[src/rtl/i2cmb_cmd_sequencer.sv]
// i2cmb_cmd_sequencer: Wishbone master that turns byte-level I2C operations
// into iicmb register sequences (CSR/DPR/CMDR) and reports the CMDR status.
// Optional build: define I2CMB_SEQ_POLL_EN to poll CMDR for completion instead
// of waiting on irq_i (CSR interrupt enable is then left cleared).
module i2cmb_cmd_sequencer #(
    parameter int          TIMEOUT_CYCLES = 4096,
    parameter logic [7:0]  CSR_INIT       = 8'hC0
) (
    input  logic       clk_i,
    input  logic       rst_i,
    input  logic       cmd_valid_i,
    output logic       cmd_ready_o,
    input  logic [2:0] cmd_op_i,
    input  logic [7:0] cmd_data_i,
    output logic       rsp_valid_o,
    output logic [7:0] rsp_data_o,
    output logic [4:0] rsp_status_o,
    output logic       busy_o,
    output logic       wb_cyc_o,
    output logic       wb_stb_o,
    output logic       wb_we_o,
    output logic [1:0] wb_adr_o,
    output logic [7:0] wb_dat_o,
    input  logic [7:0] wb_dat_i,
    input  logic       wb_ack_i,
    input  logic       irq_i
);

    localparam logic [1:0] ADR_CSR  = 2'd0;
    localparam logic [1:0] ADR_DPR  = 2'd1;
    localparam logic [1:0] ADR_CMDR = 2'd2;

`ifdef I2CMB_SEQ_POLL_EN
    localparam logic [7:0] CSR_VAL = CSR_INIT & 8'hBF;
    wire unused_irq = irq_i;
`else
    localparam logic [7:0] CSR_VAL = CSR_INIT;
`endif

    localparam int TW = (TIMEOUT_CYCLES > 1) ? $clog2(TIMEOUT_CYCLES + 1) : 1;
    localparam bit TMO_EN = (TIMEOUT_CYCLES != 0);
    localparam logic [TW-1:0] TMO_LAST = TW'((TIMEOUT_CYCLES > 0) ? TIMEOUT_CYCLES - 1 : 0);

    typedef enum logic [2:0] {
        S_INIT, S_IDLE, S_WR_DPR, S_WR_CMDR, S_WAIT_DONE, S_RD_CMDR, S_RD_DPR, S_RESP
    } state_e;

    state_e state_q, state_d;

    logic          wb_cyc_q, wb_cyc_d;
    logic          wb_stb_q, wb_stb_d;
    logic          wb_we_q, wb_we_d;
    logic [1:0]    wb_adr_q, wb_adr_d;
    logic [7:0]    wb_dat_q, wb_dat_d;
    logic [2:0]    op_q, op_d;
    logic [7:0]    data_q, data_d;
    logic [3:0]    stat_q, stat_d;
    logic [TW-1:0] tmo_q, tmo_d;
    logic          rsp_valid_q, rsp_valid_d;
    logic [4:0]    rsp_status_q, rsp_status_d;
    logic [7:0]    rsp_data_q, rsp_data_d;
    logic          ready_q, ready_d;
    logic          busy_q, busy_d;

    logic          bus_req, bus_we;
    logic [1:0]    bus_adr;
    logic [7:0]    bus_dat;

    // A transfer completes on the cycle ack arrives while our cycle is open.
    logic xfer_done;
    logic is_read;
    logic tmo_hit;
    assign xfer_done = wb_cyc_q & wb_ack_i;
    assign is_read   = (op_q[2:1] == 2'b01);
    assign tmo_hit   = TMO_EN && (tmo_q >= TMO_LAST);

    // State register.
    always_ff @(posedge clk_i or negedge rst_i) begin
        if (!rst_i) state_q <= S_INIT;
        else        state_q <= state_d;
    end

    // Next-state: bus states advance on ack, WAIT_DONE on irq/poll or timeout.
    always_comb begin
        state_d = state_q;
        case (state_q)
            S_INIT:    if (xfer_done) state_d = S_IDLE;
            S_IDLE:    if (cmd_valid_i)
                           state_d = (cmd_op_i == 3'b000 || cmd_op_i == 3'b001 ||
                                      cmd_op_i == 3'b110) ? S_WR_DPR : S_WR_CMDR;
            S_WR_DPR:  if (xfer_done) state_d = S_WR_CMDR;
            S_WR_CMDR: if (xfer_done) state_d = S_WAIT_DONE;
`ifdef I2CMB_SEQ_POLL_EN
            S_WAIT_DONE: begin
                if (xfer_done && wb_dat_i[7:4] != 4'h0)
                    state_d = (is_read && wb_dat_i[7]) ? S_RD_DPR : S_RESP;
                else if (!wb_cyc_q && tmo_hit)
                    state_d = S_RESP;
            end
`else
            S_WAIT_DONE: begin
                if (irq_i)        state_d = S_RD_CMDR;
                else if (tmo_hit) state_d = S_RESP;
            end
`endif
            S_RD_CMDR: if (xfer_done) state_d = (is_read && wb_dat_i[7]) ? S_RD_DPR : S_RESP;
            S_RD_DPR:  if (xfer_done) state_d = S_RESP;
            S_RESP:    state_d = S_IDLE;
            default:   state_d = S_INIT;
        endcase
    end

    // Outputs/datapath next values: one Wishbone transfer per bus state, status capture, response load.
    always_comb begin
        wb_cyc_d     = wb_cyc_q;
        wb_stb_d     = wb_stb_q;
        wb_we_d      = wb_we_q;
        wb_adr_d     = wb_adr_q;
        wb_dat_d     = wb_dat_q;
        op_d         = op_q;
        data_d       = data_q;
        stat_d       = stat_q;
        tmo_d        = '0;
        rsp_valid_d  = 1'b0;
        rsp_status_d = rsp_status_q;
        rsp_data_d   = rsp_data_q;
        ready_d      = (state_d == S_IDLE);
        busy_d       = (state_d != S_IDLE);
        bus_req      = 1'b0;
        bus_we       = 1'b0;
        bus_adr      = ADR_CSR;
        bus_dat      = 8'h00;

        case (state_q)
            S_INIT:      begin bus_req = 1'b1; bus_we = 1'b1; bus_adr = ADR_CSR;  bus_dat = CSR_VAL; end
            S_IDLE:      if (cmd_valid_i) begin op_d = cmd_op_i; data_d = cmd_data_i; end
            S_WR_DPR:    begin bus_req = 1'b1; bus_we = 1'b1; bus_adr = ADR_DPR;  bus_dat = data_q; end
            S_WR_CMDR:   begin bus_req = 1'b1; bus_we = 1'b1; bus_adr = ADR_CMDR; bus_dat = {5'b0, op_q}; end
            S_WAIT_DONE: begin
                tmo_d = tmo_q + 1'b1;
`ifdef I2CMB_SEQ_POLL_EN
                bus_req = 1'b1; bus_adr = ADR_CMDR;
`endif
            end
            S_RD_CMDR:   begin bus_req = 1'b1; bus_adr = ADR_CMDR; end
            S_RD_DPR:    begin bus_req = 1'b1; bus_adr = ADR_DPR; end
            default:     ;
        endcase

        // Drop the cycle after ack; launch only when idle and staying in this state,
        // which leaves one dead cycle between strobes.
        if (xfer_done) begin
            wb_cyc_d = 1'b0;
            wb_stb_d = 1'b0;
            wb_we_d  = 1'b0;
        end else if (!wb_cyc_q && bus_req && state_d == state_q) begin
            wb_cyc_d = 1'b1;
            wb_stb_d = 1'b1;
            wb_we_d  = bus_we;
            wb_adr_d = bus_adr;
            wb_dat_d = bus_dat;
        end

        if (xfer_done && !wb_we_q && wb_adr_q == ADR_CMDR)
            stat_d = wb_dat_i[7:4];

        // Response registers change only when entering RESP and hold otherwise.
        if (state_d == S_RESP && state_q != S_RESP) begin
            rsp_valid_d = 1'b1;
            if (state_q == S_RD_DPR) begin
                rsp_status_d = {1'b0, stat_q};
                rsp_data_d   = wb_dat_i;
            end else if (xfer_done) begin
                rsp_status_d = {1'b0, wb_dat_i[7:4]};
                rsp_data_d   = 8'h00;
            end else begin
                rsp_status_d = 5'b10000;
                rsp_data_d   = 8'h00;
            end
        end
    end

    // Datapath and output registers; reset drops the bus cycle immediately.
    always_ff @(posedge clk_i or negedge rst_i) begin
        if (!rst_i) begin
            wb_cyc_q     <= 1'b0;
            wb_stb_q     <= 1'b0;
            wb_we_q      <= 1'b0;
            wb_adr_q     <= 2'd0;
            wb_dat_q     <= 8'h00;
            op_q         <= 3'd0;
            data_q       <= 8'h00;
            stat_q       <= 4'h0;
            tmo_q        <= '0;
            rsp_valid_q  <= 1'b0;
            rsp_status_q <= 5'd0;
            rsp_data_q   <= 8'h00;
            ready_q      <= 1'b0;
            busy_q       <= 1'b0;
        end else begin
            wb_cyc_q     <= wb_cyc_d;
            wb_stb_q     <= wb_stb_d;
            wb_we_q      <= wb_we_d;
            wb_adr_q     <= wb_adr_d;
            wb_dat_q     <= wb_dat_d;
            op_q         <= op_d;
            data_q       <= data_d;
            stat_q       <= stat_d;
            tmo_q        <= tmo_d;
            rsp_valid_q  <= rsp_valid_d;
            rsp_status_q <= rsp_status_d;
            rsp_data_q   <= rsp_data_d;
            ready_q      <= ready_d;
            busy_q       <= busy_d;
        end
    end

    assign cmd_ready_o  = ready_q;
    assign busy_o       = busy_q;
    assign rsp_valid_o  = rsp_valid_q;
    assign rsp_status_o = rsp_status_q;
    assign rsp_data_o   = rsp_data_q;
    assign wb_cyc_o     = wb_cyc_q;
    assign wb_stb_o     = wb_stb_q;
    assign wb_we_o      = wb_we_q;
    assign wb_adr_o     = wb_adr_q;
    assign wb_dat_o     = wb_dat_q;

endmodule

[config.mk]
export PLATFORM = sky130hd
export DESIGN_NAME = i2cmb_cmd_sequencer
export DESIGN_NICKNAME = d
export VERILOG_FILES = /design/src/rtl/i2cmb_cmd_sequencer.sv
export SDC_FILE = /design/constraint.sdc
export NUM_CORES = 1
export LEC_CHECK = 0
export CORE_ASPECT_RATIO = 1.4
export CORE_MARGIN = 2
export CORE_UTILIZATION = 51
export DETAILED_ROUTE_END_ITERATION = 8
export PLACE_DENSITY = 0.79
export SETUP_SLACK_MARGIN = 0.5
export SLEW_MARGIN = 10
export SYNTH_ARGS = -nofsm -noshare
export SYNTH_HDL_FRONTEND = slang
export SYNTH_SLANG_ARGS = --single-unit
[constraint.sdc]
create_clock -name clk_i -period 2.6 [get_ports clk_i]
set_clock_uncertainty 0.05 [all_clocks]
set_input_delay 0.52 -clock clk_i [delete_from_list [all_inputs] [get_ports clk_i]]
set_output_delay 0.52 -clock clk_i [all_outputs]
set_load 0.01 [all_outputs]
# == Word level (Yosys, flattened, before mapping) ==
# Cells that the tools add are included.
# op_classes
n_addsub,1
order_cmp,1
eq_ne,16
n_mux,24
n_bitwise,2
n_reduce_logical,19
# op_table
operator,n
$mux 3,8
$pmux 3 s8,1
$pmux 8 s3,1
$eq 3x3->1 const B,6
$add 13x1->13 const B,1
$ge 13x12->1 const B,1
$mux 13,1
$mux 5,2
$eq 3x1->1 const B,3
$mux 1,9
$mux 8,1
$eq 3x2->1 const B,2
$logic_and 1x1->1,6
$logic_not 3->1,2
$reduce_or 5->1,1
$pmux 2 s2,1
$reduce_and 2->1,2
$reduce_or 2->1,2
$eq 3x3->1,1
$ne 3x1->1 const B,1
$ne 3x3->1 const B,1
$reduce_or 3->1,1
$eq 2x1->1 const B,1
$eq 2x2->1 const B,1
5 further kinds,7
# word_totals
reg_bits,59
input_bits,24
out_inout_bits,29
elab_cells,77

# == Longest topological paths before layout ==
# logic_depth
word_depth,10
mapped_depth,8
mapped_depth_nobuf,7

# == Worst setup path after synthesis ==
# Ideal clock, no wire load.
# synth_timing
kind,flip-flop to flip-flop
from,register tmo_q[0]
to,"register rsp_status_q[4], in the netlist rsp_status_o[4]"
setup_time_ns,0.125
arrival_ns,2.034
required_time_ns,2.425
slack_ns,0.391
path_stages_with_launch,9
path_cell_list,dfrtp_1 -> ha_1 -> a21oi_1 -> and4bb_1 -> o31a_1 -> nor4_2 -> a211o_4 -> buf_12 -> mux2_4
# synth_via
elab_chain_len,6
# synth_rtl
element,line,source
start: declaration,58,"logic [TW-1:0] tmo_q, tmo_d;"
start signal: assignment,209,tmo_q <= tmo_d;
$ge 13x12->1,75,assign tmo_hit = TMO_EN && (tmo_q >= TMO_LAST);
$mux 3,103,else if (tmo_hit) state_d = S_RESP;
$mux 3,102,if (irq_i) state_d = S_RD_CMDR;
$pmux 3 s8,86,case (state_q)
$eq 3x3->1,168,if (state_d == S_RESP && state_q != S_RESP) begin
$logic_and 1x1->1,168,
end signal: assignment,211,rsp_status_q <= rsp_status_d;
end: declaration,60,"logic [4:0] rsp_status_q, rsp_status_d;"
# Every way passes these cells.
# A chain may end at the register's enable or synchronous reset.

# == Worst setup path after layout ==
# layout_timing
from,register state_q[0]
to,"register rsp_status_q[3], in the netlist rsp_status_o[3]"
# layout_via
elab_chain_len,5
# layout_rtl
element,line,source
start: declaration,48,"state_e state_q, state_d;"
start signal: assignment,80,else state_q <= state_d;
$mux 3,103,
$mux 3,102,
$pmux 3 s8,86,
$eq 3x3->1,168,
$logic_and 1x1->1,168,
# Parallel ways exist; a longest one is shown, timed or not.

==> out/qor.txt <==
GRT Overall Usage -> 21.1%
Synth top area share -> 54.0%
Routed WL -> 5740 um
Worst Path Required -> 2.77 ns
width of the die -> 65.9 um
crit-path max FO -> 8
die area -> 5980 um^2
CTS tree -> yes
crit-path cells -> nand2b_4 -> nor2_2 -> o311a_1 -> nor4_4 -> a211o_4 -> mux2_2
Initial DRT Pass Iterations -> 4
synthesized flop and latch total -> 59
final instance area -> 3650 um^2
Skew-Pair Late Insertion Delay -> 0.33 ns
worst min path class -> primary input to async pin
H-tree depth -> 3
Worst VDD drop -> 0.000728 V
diode count -> 0
Yosys warning count -> 0
initial antenna violation count -> 0
final hold vios -> 0
core area -> 5160 um^2
LEAKAGE -> 1.64 nW
status -> complete, no violations
RSZ-0062 raised after global routing -> true
Post-DP Area -> 3340 um^2
synthesized area -> 2740 um^2
slew margin rel. -> 55.6%
Slowest cell on crit path -> dfrtp_2
count leader, synth -> dfrtp_1
Worst-path clk slew -> 0.06 ns
ys flop type -> dfrtp_1
cell area power density -> 1090 nW/um^2
via count -> 2154
WS Path Type -> flip-flop to flip-flop
CP Capture Type -> flip-flop
fin util -> 70.8%
post-synth top area cell -> dfrtp_1
CTS Buffer Depth -> 2
Mapped Cells -> 259
detailed placement HPWL -> 4050 um
top post-synthesis cells by area -> dfrtp_1, mux2_2, nand2_1, mux2i_1, o21ai_0
area grow syn2layout -> 33.5%
Cell variety after synth -> 44
Post-route DRC -> 0
Final min period -> 2.07 ns
cts bufs inserted -> 9
commonest cells in the netlist -> dfrtp_1, nand2_1, nor2_1, o21ai_0, mux2_2
dpl ws -> -0.00573 ns
clk sinks -> 59
antenna viol nets, final -> 0
vias in the first global route -> 2107
R2R Setup Slk -> 0.53 ns
DR WL/cell -> 14.3 um
Data arrival, critical path -> 2.23 ns
Syn Area/Cell -> 10.6 um^2
Post-Route Setup TNS -> 0 ns
Final #Nets -> 356
Overflow after GRT -> 0
Worst Max-Slew Pin Slew -> 0.666 ns
Starting Density -> 53.0%
port buffer count -> 52
EDFF count, synth -> 0
I/O pin count -> 53
fmax -> 484 MHz
Seq/Total Area, Yosys -> 54.0%
first-pass GRT wire length -> 9630 um
die boundary height -> 90.7 um
Cell Rows -> 31
max_cap viols -> 0
layout cells sized above 1 -> 21.5%
Iteration-0 DRC Markers -> 89
GPL Wtd Cong -> 0.859
number of setup violations in the final report -> 0
async set-reset flop share out of synthesis -> 100%
Root Buffer -> clkbuf_8
setup ws final -> 0.534 ns
synthesized net count -> 284
slowest cell delay on critical path -> 0.48 ns
Via density -> 5.37
startpoint types -> flip-flop
Final period util -> 79.4%
Slew Limit Fails -> 0
maximum number of pins on one net before global-route repair -> 32
## where the power goes
part	internal [mW]	switching (mW)
Combinational	0.940	0.764
Clock	0.429	0.348
Sequential	1.26	0.258
## placed cells by master (no fill, tap or decap), types with 2 or more instances in the layout
cell / Yosys / layout
dfrtp_1: 59 / 54
clkdlybuf4s50_1: 0 / 49
nand2_1: 35 / 35
nor2_1: 22 / 22
o21ai_0: 21 / 20
mux2_2: 19 / 18
buf_4: 1 / 17
inv_1: 14 / 14
mux2i_1: 11 / 11
nand3_1: 10 / 10
clkbuf_8: 0 / 9
xor2_1: 7 / 7
a21oi_1: 8 / 6
dfrtp_2: 0 / 5
clkinv_2: 0 / 4
nor3_1: 3 / 3
nand4_1: 3 / 3
xnor2_1: 3 / 3
a22o_1: 3 / 3
a21oi_2: 0 / 2
nand2b_1: 3 / 2
o31a_1: 2 / 2
and3_1: 3 / 2
and2_1: 3 / 2
mux2_4: 1 / 2
dlygate4sd2_1: 0 / 2
## path summary, 6_finish.rpt
check                      startpoint  cells after the start              end
setup / recovery           state_q[0]                      6  rsp_status_o[3]
hold / removal                  rst_i                      1        data_q[7]
setup reg to reg           state_q[0]                      6  rsp_status_o[3]
hold reg to reg             data_q[4]                      1      wb_dat_o[4]
max in group asynchronous       rst_i                      2       state_q[0]
min in group clk_i          data_q[4]                      1      wb_dat_o[4]
## metal layers
layer	GRT usage, %	vias to the layer above	wire, um
li1	-	1029	-
met4	7.29	0	98
met2	35.0	57	3030
met5	0	-	0
met3	6.73	12	297
met1	25.3	1056	2310
## timing repair
| action | CTS | global route |
|---|---|---|
| buffers inserted | 5 | 7 |
| endpoints found under the setup margin | 14 | 14 |
| resized for setup | 9 | 7 |
| hold endpoints to repair | 0 | 0 |
| hold buffers | 0 | 0 |
| pin swaps | 2 | 1 |
## flip-flops by register name, summed over array words and instances, names as in the netlist
register,count
busy_o,1
cmd_ready_o,1
data_q,8
op_q,3
rsp_data_o,8
rsp_status_o,5
rsp_valid_o,1
stat_q,4
state_q,3
tmo_q,13
wb_adr_o,2
wb_dat_o,8
wb_stb_o,1
wb_we_o,1
## cells by family after synthesis
group,after synthesis,synth area share [%]
and+or+nand+nor,93,16.3
DFF,59,54.0
AOI/OAI and AO/OA,41,9.28
muxes,31,12.4
buffers and inverters,24,4.44
xor gates and xnor gates,10,3.20
adders and majority gates,1,0.457
## metrics by stage
stage	power (mW)	std cells	hold slack, ns
3_3_place_gp	2.99	374	0.422
5_1_grt	4.27	401	0.208
4_1_cts	3.89	394	0.181
3_5_place_dp	3.05	374	0.425
2_1_floorplan	2.40	259	0.174
6_report	4.00	401	0.167
## final cells by class
type	count	area (um^2)
clock buffers	9	124
clock inverters	6	57.6
fillers	383	1510
inverters	14	52.6
multi-input cells	176	1180
flip-flops and latches	59	1480
well taps	66	82.6
repair buffers	71	672
## critical path: cells and delay by family (launching register included)
kind             cells  cell delay (ns)
AO/OA/AOI/OAI        2             0.56
flip-flops           1             0.48
multiplexers         1             0.34
AND/OR/NAND/NOR      3             0.52
Power figures use the tool's default switching activity.
